==> config.mk <==
export PLATFORM = sky130hd
export DESIGN_NAME = wb_csr_ctrl
export DESIGN_NICKNAME = d
export VERILOG_FILES = /design/src/rtl/wb_csr_ctrl.sv
export SDC_FILE = /design/constraint.sdc
export NUM_CORES = 1
export LEC_CHECK = 0
export BUFFER_PORTS_ARGS = -buffer_cell sky130_fd_sc_hd__buf_2
export CAP_MARGIN = 20
export CORE_AREA = 2 2 182 184
export CTS_BUF_LIST = sky130_fd_sc_hd__clkbuf_8
export DETAILED_ROUTE_END_ITERATION = 10
export DIE_AREA = 0 0 184 186
export SYNTH_ARGS = -nofsm -noshare
export SYNTH_HDL_FRONTEND = slang
export SYNTH_SLANG_ARGS = --single-unit
==> constraint.sdc <==
create_clock -name clk -period 2.15 [get_ports clk]
set_clock_uncertainty 0.2 [all_clocks]
set_input_delay 0.215 -clock clk [delete_from_list [all_inputs] [get_ports clk]]
set_output_delay 0.215 -clock clk [all_outputs]
set_load 0.02 [all_outputs]
==> src/rtl/wb_csr_ctrl.sv <==
// Writeback-stage CSR / exception / ertn commit controller with flush-and-settle FSM.
// Optional debug trace outputs are enabled by defining WB_DEBUG_TRACE_EN.
module wb_csr_ctrl (
  input  logic        clk,
  input  logic        reset,
  input  logic        ms_to_ws_valid,
  output logic        ws_allowin,
  input  logic [31:0] ms_pc,
  input  logic [5:0]  ms_op,
  input  logic [13:0] ms_csr_num,
  input  logic [31:0] ms_csr_wdata,
  input  logic [31:0] ms_csr_mask,
  input  logic        ms_ex,
  input  logic [5:0]  ms_ecode,
  input  logic [8:0]  ms_esubcode,
  input  logic        ms_gr_we,
  input  logic [4:0]  ms_dest,
  input  logic [31:0] ms_result,
  output logic        csr_re,
  output logic        csr_we,
  output logic [13:0] csr_num,
  output logic [31:0] csr_wmask,
  output logic [31:0] csr_wvalue,
  input  logic [31:0] csr_rvalue,
  input  logic        has_int,
  input  logic [31:0] ex_entry,
  input  logic [31:0] ertn_entry,
  output logic        wb_ex,
  output logic        ertn_flush,
  output logic [31:0] wb_pc,
  output logic [5:0]  wb_ecode,
  output logic [8:0]  wb_esubcode,
  output logic        flush,
  output logic [31:0] flush_target,
  output logic        rf_we,
  output logic [4:0]  rf_waddr,
  output logic [31:0] rf_wdata,
  output logic        ws_csr_blk
`ifdef WB_DEBUG_TRACE_EN
  ,
  output logic [31:0] debug_wb_pc,
  output logic [3:0]  debug_wb_rf_we,
  output logic [4:0]  debug_wb_rf_wnum,
  output logic [31:0] debug_wb_rf_wdata
`endif
);

  typedef enum logic {S_RUN = 1'b0, S_SETTLE = 1'b1} state_t;

  typedef struct packed {
    logic [31:0] pc;
    logic [5:0]  op;
    logic [13:0] csr_num;
    logic [31:0] wdata;
    logic [31:0] mask;
    logic        ex;
    logic [5:0]  ecode;
    logic [8:0]  esubcode;
    logic        gr_we;
    logic [4:0]  dest;
    logic [31:0] result;
    logic        irq;
  } ws_t;

  state_t state_q, state_d;
  logic   ws_valid_q, ws_valid_d;
  ws_t    ws_q, ws_d;

  logic op_ertn, op_sys, op_brk, op_xchg, op_wr, op_rd, op_csr, ws_exc, accept;

  always_comb begin
    op_ertn = ws_q.op[5];
    op_sys  = ws_q.op[4];
    op_brk  = ws_q.op[3];
    op_xchg = ws_q.op[2];
    op_wr   = ws_q.op[1];
    op_rd   = ws_q.op[0];
    op_csr  = op_rd | op_wr | op_xchg;
    ws_exc  = ws_q.irq | ws_q.ex | op_sys | op_brk;

    ws_allowin  = (state_q == S_RUN);
    wb_ex       = ws_valid_q & ws_exc;
    ertn_flush  = ws_valid_q & op_ertn & ~ws_exc;
    flush       = wb_ex | ertn_flush;
    flush_target = 32'h0;
    if (wb_ex)           flush_target = ex_entry;
    else if (ertn_flush) flush_target = ertn_entry;

    wb_pc       = ws_q.pc;
    wb_ecode    = 6'h0;
    wb_esubcode = 9'h0;
    if (ws_q.irq) begin
      wb_ecode = 6'h0;
    end else if (ws_q.ex) begin
      wb_ecode    = ws_q.ecode;
      wb_esubcode = ws_q.esubcode;
    end else if (op_sys) begin
      wb_ecode = 6'hB;
    end else if (op_brk) begin
      wb_ecode = 6'hC;
    end

    csr_re     = ws_valid_q & op_csr;
    csr_we     = ws_valid_q & (op_wr | op_xchg) & ~ws_exc;
    csr_num    = ws_q.csr_num;
    csr_wvalue = ws_q.wdata;
    csr_wmask  = 32'h0;
    if (op_wr)        csr_wmask = 32'hFFFF_FFFF;
    else if (op_xchg) csr_wmask = ws_q.mask;

    // CSR ops return the old CSR value to the GPR file
    rf_we      = ws_valid_q & ws_q.gr_we & ~ws_exc;
    rf_waddr   = ws_q.dest;
    rf_wdata   = op_csr ? csr_rvalue : ws_q.result;
    ws_csr_blk = ws_valid_q & (csr_we | op_ertn | ws_exc);
  end

  always_comb begin
    accept     = ms_to_ws_valid & ws_allowin & ~flush;
    ws_valid_d = flush ? 1'b0 : (ws_allowin ? ms_to_ws_valid : ws_valid_q);
    ws_d       = ws_q;
    if (accept) begin
      ws_d.pc       = ms_pc;
      ws_d.op       = ms_op;
      ws_d.csr_num  = ms_csr_num;
      ws_d.wdata    = ms_csr_wdata;
      ws_d.mask     = ms_csr_mask;
      ws_d.ex       = ms_ex;
      ws_d.ecode    = ms_ecode;
      ws_d.esubcode = ms_esubcode;
      ws_d.gr_we    = ms_gr_we;
      ws_d.dest     = ms_dest;
      ws_d.result   = ms_result;
      ws_d.irq      = has_int;
    end
    // Settle gives CRMD updates one cycle to reach has_int before the next accept
    state_d = state_q;
    case (state_q)
      S_RUN:    if (flush) state_d = S_SETTLE;
      S_SETTLE: state_d = S_RUN;
      default:  state_d = S_RUN;
    endcase
  end

  always_ff @(posedge clk) begin
    if (reset) begin
      state_q    <= S_RUN;
      ws_valid_q <= 1'b0;
      ws_q       <= '0;
    end else begin
      state_q    <= state_d;
      ws_valid_q <= ws_valid_d;
      ws_q       <= ws_d;
    end
  end

`ifdef WB_DEBUG_TRACE_EN
  always_comb begin
    debug_wb_pc       = wb_pc;
    debug_wb_rf_we    = {4{rf_we}};
    debug_wb_rf_wnum  = rf_waddr;
    debug_wb_rf_wdata = rf_wdata;
  end
`endif

endmodule

==> results.json <==
{
  "layout_commonest_cell": "sky130_fd_sc_hd__buf_2",
  "clock_slew_at_the_register_clock_pins_of_the_worst_setup_and_hold_paths_ps": 110,
  "postSynthAreaPerCell_um2": 9.68,
  "synthToLayoutAreaGrowth_pct": 63.1,
  "critical_path.max_fanout": 16,
  "initial_core_util_pct": 29.5,
  "routed_vias_inst": 4.47,
  "mappedNetlistNets": 1253,
  "ir_drop_v": 0.000412,
  "synth-seq-area-share_pct": 36.4,
  "critical_path_buf_inv_count": 1,
  "worst_skew_pair.late_latency_ps": 490,
  "crit-reg2reg-launch": "ws_q[54]$_SDFFE_PP0P_",
  "die_area_mm2": 0.0342,
  "die_w_um": 184,
  "setup-violations-final": 229,
  "final_design_area_no_fill_mm2": 0.0155,
  "timing.critical_path.required_ps": 1740,
  "htree_levels": 4,
  "achievable-frequency_ghz": 0.410,
  "detailroute.via_count": 8916,
  "worstHoldPathType": "flip-flop to flip-flop",
  "timing.critical_path.max_delay_family": "simple AND/OR/NAND/NOR gates",
  "grt_residual_overflow": 0,
  "floorplan.die.height_um": 186,
  "layout_common_cells": "394 x sky130_fd_sc_hd__buf_2, 343 x sky130_fd_sc_hd__nand2b_1, 173 x sky130_fd_sc_hd__dlygate4sd3_1",
  "power.density_mw_per_mm2": 691,
  "wirelength_mm": 34.8,
  "finalHoldViolations": 0,
  "failed_checks": "negative setup slack",
  "crit_chain": "or4_4, and2_4, a22o_1, buf_6",
  "synth_top_area_share_pct": 36.4,
  "port_buffers": 471,
  "drive_above_1_share_pct": 40.2,
  "clockRootBuffer": "sky130_fd_sc_hd__clkbuf_8",
  "final.fill_count": 2943,
  "finalCritPeriodShare_pct": 114,
  "placed_area_mm2": 0.0118,
  "initialDrtViolationCount": 386,
  "synth_warnings": 0,
  "row_count": 66,
  "crit_path_top_delay_cell": "sky130_fd_sc_hd__or4_4",
  "finalPower_mw": 10.7,
  "worst_pin_slew_ps": 491,
  "dp_hpwl_mm": 21.6,
  "critical_path.endpoint_type": "output port",
  "clock_sink_count": 173,
  "finalWorstSetupSlack_ps": -291,
  "grt_setup_unrepaired": "true",
  "pre_cts_worst_setup_slack_ps": 110,
  "startpoint": "ws_q[54]$_SDFFE_PP0P_",
  "crit_path_start_kind": "flip-flop",
  "post-synth-top-area-cell": "sky130_fd_sc_hd__dfxtp_1",
  "finalNetCount": 1838,
  "layout.core_utilization_pct": 48.2,
  "core_footprint_mm2": 0.0322,
  "io_pins": 472,
  "gp_congestion": 0.812,
  "status": "finished with violations",
  "drt.antenna.violating_nets": 0,
  "drt-wirelength-per-cell_um": 17.5,
  "cp_data_arrival_time_ps": 2030,
  "grt_max_degree": 115,
  "final_max_slew_viol_count": 0,
  "grt_use_total_pct": 18.1,
  "ys_types": 26,
  "mappedNetlistArea_mm2": 0.00951,
  "cp_slowest_stage_delay_ps": 580,
  "detail_route.drc_violations": 0,
  "drt-pass1-iter-count": 4,
  "synth_area_leaders": "sky130_fd_sc_hd__dfxtp_1 36%, sky130_fd_sc_hd__nand2b_1 23%, sky130_fd_sc_hd__mux2i_1 18%",
  "slew_hr_pct": 67.2,
  "numCtsBuffers": 17,
  "cts_max_path_buffers": 2,
  "multi_input_area_mm2": 0.00518,
  "tritoncts": "done",
  "timing.final.crit_period_ps": 2440,
  "static-leakage-power_nw": 7.69,
  "hold_start": "ws_q[47]$_SDFFE_PP0P_",
  "seq_area_mm2": 0.00347,
  "max-cap-violations": 0,
  "critical_path_class": "flip-flop to output port",
  "synth.ff_latch_count": 173,
  "grt_antenna_before_repair": 5,
  "synthCells": 983,
  "grt_pass1_vias": 8734,
  "grt_pass1_wl_mm": 47.2
}
==> timing repair <==
item,4_1_cts,5_1_grt
hold buffers,173,0
resized for setup,158,86
pin swaps,7,5
gates cloned,8,22
buffers inserted,11,17
endpoints found under the setup margin,80,240
endpoints found under the hold margin,172,0
==> area by class of cell <==
class	instances	share of cell area, %
Inverter	2	0.0484
Multi-Input combinational cell	649	33.4
Tap cell	408	3.29
Clock inverter	14	1.02
Sequential cell	173	22.4
Antenna cell	5	0.0806
Clock buffer	18	1.60
Timing Repair Buffer	725	38.2
==> path summary, 6_finish.rpt <==
path | depth (start not counted) | endpoint | slack (ps)
setup / recovery | 4 | flush_target[1] | -290
hold / removal | 2 | ws_q[47]$_SDFFE_PP0P_ | 270
setup reg to reg | 7 | ws_q[84]$_SDFFE_PP0P_ | -110
hold reg to reg | 2 | ws_q[47]$_SDFFE_PP0P_ | 270
==> Yosys cell counts <==
master,n
sky130_fd_sc_hd__a21o_1,32
sky130_fd_sc_hd__a21oi_1,3
sky130_fd_sc_hd__a22o_1,32
sky130_fd_sc_hd__and2_1,12
sky130_fd_sc_hd__and3_1,2
sky130_fd_sc_hd__buf_2,5
sky130_fd_sc_hd__buf_4,92
sky130_fd_sc_hd__buf_8,10
sky130_fd_sc_hd__clkbuf_1,54
sky130_fd_sc_hd__dfxtp_1,173
sky130_fd_sc_hd__inv_1,2
sky130_fd_sc_hd__mux2_2,32
sky130_fd_sc_hd__mux2i_1,172
sky130_fd_sc_hd__nand2_1,2
sky130_fd_sc_hd__nand2b_1,343
sky130_fd_sc_hd__nor2_1,1
sky130_fd_sc_hd__nor2b_1,3
sky130_fd_sc_hd__nor3_1,4
sky130_fd_sc_hd__nor3b_1,2
sky130_fd_sc_hd__nor4_1,1
sky130_fd_sc_hd__o211a_1,1
sky130_fd_sc_hd__o21a_1,1
sky130_fd_sc_hd__o32ai_1,1
sky130_fd_sc_hd__or2_2,1
sky130_fd_sc_hd__or3b_2,1
sky130_fd_sc_hd__or4_4,1
==> worst min-delay path, stage by stage, from the launching register on <==
cell,delay (ps)
sky130_fd_sc_hd__dfxtp_1,330
sky130_fd_sc_hd__nand2b_1,60
sky130_fd_sc_hd__mux2i_1,50
==> flip-flops by register name, indices dropped and copies added, names as in the netlist <==
signal / count
ws_q: 82
csr_wvalue: 32
wb_pc: 32
csr_num: 14
rf_waddr: 5
op_brk: 1
op_ertn: 1
op_rd: 1
op_sys: 1
op_wr: 1
op_xchg: 1
state_q: 1
ws_valid_q: 1
==> kinds of logic after synthesis <==
logic type | Yosys count | synth area share [%]
AO/OA/AOI/OAI | 70 | 5.90
buffers and inverters | 163 | 11.3
flip-flops | 173 | 36.4
multiplexers | 204 | 21.9
AND/OR/NAND/NOR | 373 | 24.5
==> layer usage <==
| metal | wire (µm) | track usage (%) |
|---|---|---|
| met1 | 14300 | 20.6 |
| met2 | 17600 | 32.3 |
| met3 | 1810 | 3.50 |
| met4 | 1140 | 9.34 |
| met5 | 0 | 0 |
==> where the power goes <==
part           leakage, nW  internal, mW  total [mW]  switching, mW
logic                 6.05          2.44        4.50           2.06
clock network        0.202          1.08        2.43           1.35
registers             1.43          3.57        3.80          0.222
==> through the flow <==
stage / hold WS (ps) / cells / setup TNS [ps]
CTS: 275 / 1956 / -19960
finish: 274 / 1994 / -22760
global route: 289 / 1994 / -43220
detailed placement: 257 / 1733 / 0
global placement: 254 / 1733 / 0
floorplan: 170 / 983 / 0
Note: power is estimated with default switching activity, not from simulation.
